<file path="src/rtl/inst_fetch.sv">
// Instruction fetch: owns the PC, issues word reads, buffers {addr,data} responses for decode.
// Latency: grant in N, rvalid in N+1 -> inst_valid_o in N+2. Requests stop once in-flight + buffered reaches FIFO_DEPTH.
// Optional INST_FETCH_MISALIGN_CHK_EN: a misaligned jump raises sticky misalign_o and halts fetch until reset.
module inst_fetch #(
    parameter logic [31:0] RESET_ADDR = 32'h0000_0000,
    parameter int unsigned FIFO_DEPTH = 2,
    parameter logic [31:0] NOP_INST   = 32'h0000_0013
) (
    input  logic        clk,
    input  logic        rst_n,
    input  logic        jump_flag_i,
    input  logic [31:0] jump_addr_i,
    output logic        ibus_req_o,
    output logic [31:0] ibus_addr_o,
    input  logic        ibus_gnt_i,
    input  logic        ibus_rvalid_i,
    input  logic [31:0] ibus_rdata_i,
    output logic        inst_valid_o,
    input  logic        inst_ready_i,
    output logic [31:0] inst_o,
    output logic [31:0] inst_addr_o
`ifdef INST_FETCH_MISALIGN_CHK_EN
    ,
    output logic        misalign_o
`endif
);
    localparam int unsigned PW = $clog2(FIFO_DEPTH);
    localparam int unsigned CW = PW + 1;

`ifdef INST_FETCH_MISALIGN_CHK_EN
    typedef enum logic [1:0] {S_RESET, S_RUN, S_FLUSH, S_HALT} state_t;
`else
    typedef enum logic [1:0] {S_RESET, S_RUN, S_FLUSH} state_t;
`endif

    state_t          state_q, state_d;
    logic [31:0]     pc_q, pc_d;
    logic [31:0]     resp_pc_q, resp_pc_d;
    logic [31:0]     last_addr_q, last_addr_d;
    logic [CW-1:0]   outstanding_q, outstanding_d;
    logic [CW-1:0]   discard_q, discard_d;
    logic [CW-1:0]   count_q, count_d;
    logic [PW-1:0]   wr_ptr_q, wr_ptr_d;
    logic [PW-1:0]   rd_ptr_q, rd_ptr_d;
    logic [31:0]     mem_addr_q [FIFO_DEPTH];
    logic [31:0]     mem_data_q [FIFO_DEPTH];

    logic            jump_taken;
    logic            fire;
    logic            push;
    logic            pop;
    logic            credit;
    logic [CW:0]     inflight;
    logic [31:0]     jump_target;

    assign jump_target  = jump_addr_i & 32'hFFFF_FFFC;
    assign inflight     = {1'b0, outstanding_q} + {1'b0, count_q};
    assign credit       = inflight < (CW+1)'(FIFO_DEPTH);
    assign ibus_req_o   = (state_q == S_RUN) && credit && !jump_flag_i;
    assign ibus_addr_o  = pc_q;
    assign fire         = ibus_req_o && ibus_gnt_i;
    assign jump_taken   = jump_flag_i && ((state_q == S_RUN) || (state_q == S_FLUSH));
    assign inst_valid_o = (count_q != '0);
    assign inst_o       = inst_valid_o ? mem_data_q[rd_ptr_q] : NOP_INST;
    assign inst_addr_o  = inst_valid_o ? mem_addr_q[rd_ptr_q] : last_addr_q;

`ifdef INST_FETCH_MISALIGN_CHK_EN
    logic misalign_q, misalign_d;
    assign misalign_o = misalign_q;
`endif

    always_comb begin
        state_d       = state_q;
        pc_d          = pc_q;
        resp_pc_d     = resp_pc_q;
        last_addr_d   = last_addr_q;
        discard_d     = discard_q;
        wr_ptr_d      = wr_ptr_q;
        rd_ptr_d      = rd_ptr_q;
        push          = 1'b0;
        pop           = inst_valid_o && inst_ready_i && !jump_flag_i;
`ifdef INST_FETCH_MISALIGN_CHK_EN
        misalign_d    = misalign_q;
`endif
        outstanding_d = outstanding_q + CW'(fire) - CW'(ibus_rvalid_i);

        if (fire) pc_d = pc_q + 32'd4;
        if (inst_valid_o) last_addr_d = mem_addr_q[rd_ptr_q];

        // A response arriving in a jump cycle belongs to the old stream and is dropped.
        if (ibus_rvalid_i && !jump_taken) begin
            if (discard_q != '0) begin
                discard_d = discard_q - CW'(1);
            end else begin
                push      = 1'b1;
                resp_pc_d = resp_pc_q + 32'd4;
            end
        end

        if (push) wr_ptr_d = wr_ptr_q + PW'(1);
        if (pop)  rd_ptr_d = rd_ptr_q + PW'(1);
        count_d = count_q + CW'(push) - CW'(pop);

        case (state_q)
            S_RESET: state_d = S_RUN;
            S_FLUSH: if (discard_d == '0) state_d = S_RUN;
            default: state_d = state_q;
        endcase

        if (jump_taken) begin
            pc_d      = jump_target;
            resp_pc_d = jump_target;
            count_d   = '0;
            wr_ptr_d  = '0;
            rd_ptr_d  = '0;
            discard_d = outstanding_q - CW'(ibus_rvalid_i);
            state_d   = (discard_d != '0) ? S_FLUSH : S_RUN;
`ifdef INST_FETCH_MISALIGN_CHK_EN
            if (jump_addr_i[1:0] != 2'b00) begin
                misalign_d = 1'b1;
                state_d    = S_HALT;
            end
`endif
        end
    end

    always_ff @(posedge clk or negedge rst_n) begin
        if (!rst_n) begin
            state_q       <= S_RESET;
            pc_q          <= RESET_ADDR;
            resp_pc_q     <= RESET_ADDR;
            last_addr_q   <= '0;
            outstanding_q <= '0;
            discard_q     <= '0;
            count_q       <= '0;
            wr_ptr_q      <= '0;
            rd_ptr_q      <= '0;
`ifdef INST_FETCH_MISALIGN_CHK_EN
            misalign_q    <= 1'b0;
`endif
        end else begin
            state_q       <= state_d;
            pc_q          <= pc_d;
            resp_pc_q     <= resp_pc_d;
            last_addr_q   <= last_addr_d;
            outstanding_q <= outstanding_d;
            discard_q     <= discard_d;
            count_q       <= count_d;
            wr_ptr_q      <= wr_ptr_d;
            rd_ptr_q      <= rd_ptr_d;
`ifdef INST_FETCH_MISALIGN_CHK_EN
            misalign_q    <= misalign_d;
`endif
        end
    end

    always_ff @(posedge clk) begin
        if (push) begin
            mem_addr_q[wr_ptr_q] <= resp_pc_q;
            mem_data_q[wr_ptr_q] <= ibus_rdata_i;
        end
    end

endmodule

</file>
<file path="config.mk">
export PLATFORM = sky130hd
export DESIGN_NAME = inst_fetch
export DESIGN_NICKNAME = d
export VERILOG_FILES = /design/src/rtl/inst_fetch.sv
export SDC_FILE = /design/constraint.sdc
export NUM_CORES = 1
export LEC_CHECK = 0
export CAP_MARGIN = 30
export CORE_MARGIN = 2
export CORE_UTILIZATION = 49
export DETAILED_ROUTE_END_ITERATION = 8
export DONT_BUFFER_PORTS = 1
export PLACE_DENSITY = 0.71
export SYNTH_ARGS = -nofsm -noshare
export SYNTH_HDL_FRONTEND = slang
export SYNTH_SLANG_ARGS = --single-unit
</file>
<file path="constraint.sdc">
create_clock -name clk -period 8.7 [get_ports clk]
set_clock_uncertainty 0.05 [all_clocks]
set_input_delay 0.87 -clock clk [delete_from_list [all_inputs] [get_ports clk]]
set_output_delay 0.87 -clock clk [all_outputs]
set_load 0.01 [all_outputs]
</file>
; ---- Word level (Yosys, flattened, before mapping)
; Memories as Yosys holds them, arrays and structs flattened.
; Cells that the tools add are included.
[classes]
muxes = 23
n_reduce_logical = 22
n_eq_ne = 4
order_cmp = 1
n_addsub = 11
[op_table]
columns = cell, n
row1 = 2-to-1 mux 32 bit, 7
row2 = "adder 32 x 3 -> 32 bit, second input constant", 2
row3 = 2-to-1 mux 2 bit, 7
row4 = nonzero test 2 bit, 7
row5 = 2-to-1 mux 1 bit, 8
row6 = logical AND 1 bit, 7
row7 = subtractor 2 x 1 -> 2 bit, 3
row8 = adder 2 x 1 -> 2 bit, 2
row9 = logical NOT 2 bit, 2
row10 = one-hot mux 2 bit (2 select lines), 1
row11 = AND reduction 2 bit, 2
row12 = adder 2 x 2 -> 3 bit, 1
row13 = "< comparator 3 x 2 -> 1 bit, second input constant", 1
row14 = "!= test 3 x 2 -> 1 bit, second input constant", 1
row15 = nonzero test 3 bit, 1
row16 = "adder 1 bit, second input constant", 2
row17 = "== test 2 x 1 -> 1 bit, second input constant", 1
row18 = "== test 2 bit, second input constant", 1
row19 = logical NOT 1 bit, 2
row20 = "!= test 2 bit, second input constant", 1
row21 = "subtractor 2 x 1 -> 2 bit, second input constant", 1
row22 = logical OR 1 bit, 1
[totals]
wordCells = 72
mem_count = 2
reg_bits = 106
mem_bits_rw = 128
[memory_table]
columns = memory, words, word_bits, read_ports, rd_ports_with_merged_regs, write_ports, line_no
row1 = mem_addr_q, 2, 32, 1, 0, 1, 45  ; logic [31:0] mem_addr_q [FIFO_DEPTH];
row2 = mem_data_q, 2, 32, 1, 0, 1, 46  ; logic [31:0] mem_data_q [FIFO_DEPTH];

; ---- Logic depth before layout (Yosys ltp)
[logic_depth]
depth_word = 10
mapped_depth = 12
depth_no_buf = 10

; ---- Worst setup path after synthesis
; OpenSTA, ideal clock, no wires.
[synth_timing]
kind = input port to flip-flop
start = input jump_flag_i
end = memory mem_addr_q[0][10] (enable)
t_arrival_ps = 4185
required_time_ps = 8168
cell_stages = 5
setup_time_ps = 482
path_slack_ps = 3983
cell_sequence = nand2_1 > clkbuf_1 > clkbuf_1 > nand2_1 > nor2_1
[synth_via]
elab_chain_len = 6
[synth_rtl]
columns = item, line_no
row1 = start: declaration, 11  ; input logic jump_flag_i,
row2 = logical AND 1 bit, 62  ; assign jump_taken = jump_flag_i && ((state_q == S_RUN) || (state_q == S_FLUSH));
row3 = logical NOT 1 bit, 91  ; if (ibus_rvalid_i && !jump_taken) begin
row4 = logical AND 1 bit, 91
row5 = 2-to-1 mux 1 bit, 91
row6 = 2-to-1 mux 1 bit, 158  ; if (push) begin
row7 = 2-to-1 mux 1 bit (not written as such), 159  ; mem_addr_q[wr_ptr_q] <= resp_pc_q;
row8 = end: declaration, 45
; No other way between the ends.

; ---- Final worst setup path
[layout_timing]
start = register count_q[0]
end = output ibus_req_o
[layout_via]
elab_chain_len = 4
[layout_rtl]
columns = item, line_no
row1 = start: declaration, 42  ; logic [CW-1:0] count_q, count_d;
row2 = start signal: assignment, 148  ; count_q <= count_d;
row3 = adder 2 x 2 -> 3 bit, 57  ; assign inflight = {1'b0, outstanding_q} + {1'b0, count_q};
row4 = < comparator 3 x 2 -> 1 bit, 58  ; assign credit = inflight < (CW+1)'(FIFO_DEPTH);
row5 = logical AND 1 bit (2 in series), 59  ; assign ibus_req_o = (state_q == S_RUN) && credit && !jump_flag_i;
row6 = end: declaration, 13  ; output logic ibus_req_o,
; No other way between the ends.

==> metrics.yaml <==
setup_violations: 0
num_rows: 51
cts_tree: "built"
fin_area_um2: 10900
critPathLaunchType: "flip-flop"
clkPwrFrac_pct: 23.7
drc: 0
clk_path_buf_depth: 3
ys_ff_latch: 226
wire_per_inst_um: 19.9
grt_pass1_vias: 6258
crit_path_end_kind: "output port"
hold_viol: 0
reg2reg_depth: 6
drive_gt1_share_pct: 7.25
post-route-period-util_pct: 37.8
syn_inst: 788
clkLatencyLatePin_ps: 500
synth.avg_cell_area_um2: 12.4
switching_share_pct: 38.4
power_density_nw_per_um2: 384
die_width_um: 145
use_met3_pct: 7.39
synth_warnings: 0
grtUsageMet2_pct: 31.0
slew_violations: 0
power_frac_seq_pct: 45.7
yosysSeqAreaShare_pct: 64.2
rsz0062_at_grt: "no"
cts.sinks: 226
timing.fmax_mhz: 304
wl_um: 21200
ioPinCount: 168
worstPathRequired_ps: 7780
grt_pass1_wl_um: 34200
place_congestion: 0.856
postCtsSetupBuffers: 0
path_clk_slew_ps: 60
yosys.cell_types.count: 51
maxCapViolations: 0
async_flop_share_pct: 45.1
path_class: "reg -> out"
synth_area_um2: 9780
peakVddDrop_v: 0.000181
htreeDepth: 1
synth_top_area_cell: "edfxtp_1"
antenna_left: 0
min_period_ps: 3290
p_leak_nw: 3.91
comb_power_share_pct: 30.6
first_iter_violations: 594
area_growth_syn_to_layout_pct: 11.1
die_h_um: 145
first_pass_iters: 6
dieArea_um2: 21100
switchingPower_mw: 1.60
cts_root_buf: "clkbuf_16"
synth_area_leaders: "edfxtp_1 38%, dfrtp_1 26%, mux2i_1 6.6%, nor2_1 2.7%, nand2_1 2.4%"
internal_power_mw: 2.57
start_util_pct: 50.1
synth_top_cells_by_count: "124 x edfxtp_1, 102 x dfrtp_1, 70 x nor2_1"
grt.total_usage_pct: 20.0
status: "completed"
numPortBuffers: 0
synth_ff_type: "edfxtp_1"
grt_max_degree: 94
synth_edf_count: 124
maxSlewHeadroom_pct: 42.1
cp.arrival_ps: 2370
grtUsageMet1_pct: 26.7
coreArea_um2: 19500
hpwlAfterDp_um: 13900
postCtsHoldBufs: 2
vias: 6368
hold_class: "in -> async"
total_power_mw: 4.17
dpl_cell_area_um2: 10000
antenna_found_initial: 0
worstPathMaxFanout: 8
antenna_cells: 0
busiest_layer: "met2"
cts_made_buffers: 24
yosysTopAreaCellShare_pct: 38.1
nets: 863
gr-total-overflow: 0
avgViaCountPerCell: 5.98
fin_setup_tns_ps: 0
cts_resized: 0
yosysMostFrequentCell: "edfxtp_1"
tightest_slew_ps: 868
## placed cells by master, fill, tap and decap left out, types with 4 or more instances in the layout
cell,synthesis,final
edfxtp_1,124,124
dfrtp_1,102,101
nor2_1,70,68
mux2i_1,64,64
nand2_1,63,62
o21ai_0,39,39
a31oi_1,26,26
clkbuf_16,0,25
nand3_1,23,23
o31ai_1,22,22
a21oi_1,21,21
or4_1,20,20
nand4_1,16,16
xor2_1,13,13
nor4_1,13,13
inv_1,12,12
a211oi_1,12,12
xnor2_1,10,10
and3_1,11,10
and4_1,10,10
nor3_1,10,10
ha_1,10,10
and2_1,9,9
or3_1,8,8
clkinv_1,0,8
buf_4,2,6
clkinv_2,0,4
## metrics by stage
stage / cells / setup slack, ps / hold slack, ps / util, %
final: 1065 / 5410 / 236 / 55.6
after global placement: 1017 / 5600 / 438 / 51.2
after CTS: 1064 / 5380 / 232 / 55.5
after global routing: 1065 / 5320 / 247 / 55.6
after detailed placement: 1018 / 5490 / 461 / 51.3
after floorplan: 789 / 3980 / 390 / -
## path summary, 6_finish.rpt
kind / end / start / slack [ps]
max: ibus_req_o / count_q[0] / 5410
min: ibus_addr_o[5] / rst_n / 240
max reg2reg: ibus_addr_o[22] / count_q[0] / 5570
min reg2reg: state_q[1] / state_q[1] / 480
max in group asynchronous: last_addr_q[20] / rst_n / 7670
min in group clk: mem_data_q[1][5] / ibus_rdata_i[5] / 410
## layer usage
metal | up-vias | part of all wire (%)
met3 | 42 | 11
met4 | 0 | 2.0
met5 | - | 0
met1 | 3056 | 42
li1 | 2948 | -
met2 | 322 | 45
## power by group through the flow
stage	Combinational (mW)	Sequential, mW	Clock [mW]
finish	1.28	1.91	0.988
floorplan	1.03	1.78	0
detailed placement	1.26	1.92	0
CTS	1.28	1.90	1.01
global route	1.43	1.96	1.06
global placement	1.18	1.93	0
## state kept, by name, summed over array words and instances, names as in the netlist
signal	flops
count_q	2
discard_q	2
ibus_addr_o	30
last_addr_q	32
mem_addr_q	60
mem_data_q	64
outstanding_q	2
rd_ptr_q	1
resp_pc_q	30
state_q	2
wr_ptr_q	1
## critical path, stage by stage (launching register included)
cell     delay (ps)
dfrtp_1         420
and2_1          190
fa_1            430
or4b_4          610
inv_1           220
## final cells by class
cell class              instances  area (um2)
fillers                      1585        8670
flip-flops and latches        226        6280
multi-input cells             508        3290
clock buffers                  29         661
well taps                     265         332
repair buffers                 10         130
clock inverters                15         118
inverters                      12        45.0
## logic make-up after synthesis
logic type	Yosys count	share of synthesized area, %
other	1	0.0384
xor gates and xnor gates	23	2.06
muxes	64	6.55
buffers and inverters	55	2.34
and+or+nand+nor	273	14.7
AOI/OAI and AO/OA	135	8.68
adders and majority gates	11	1.48
DFF	226	64.2
Power figures use the tool's default switching activity.
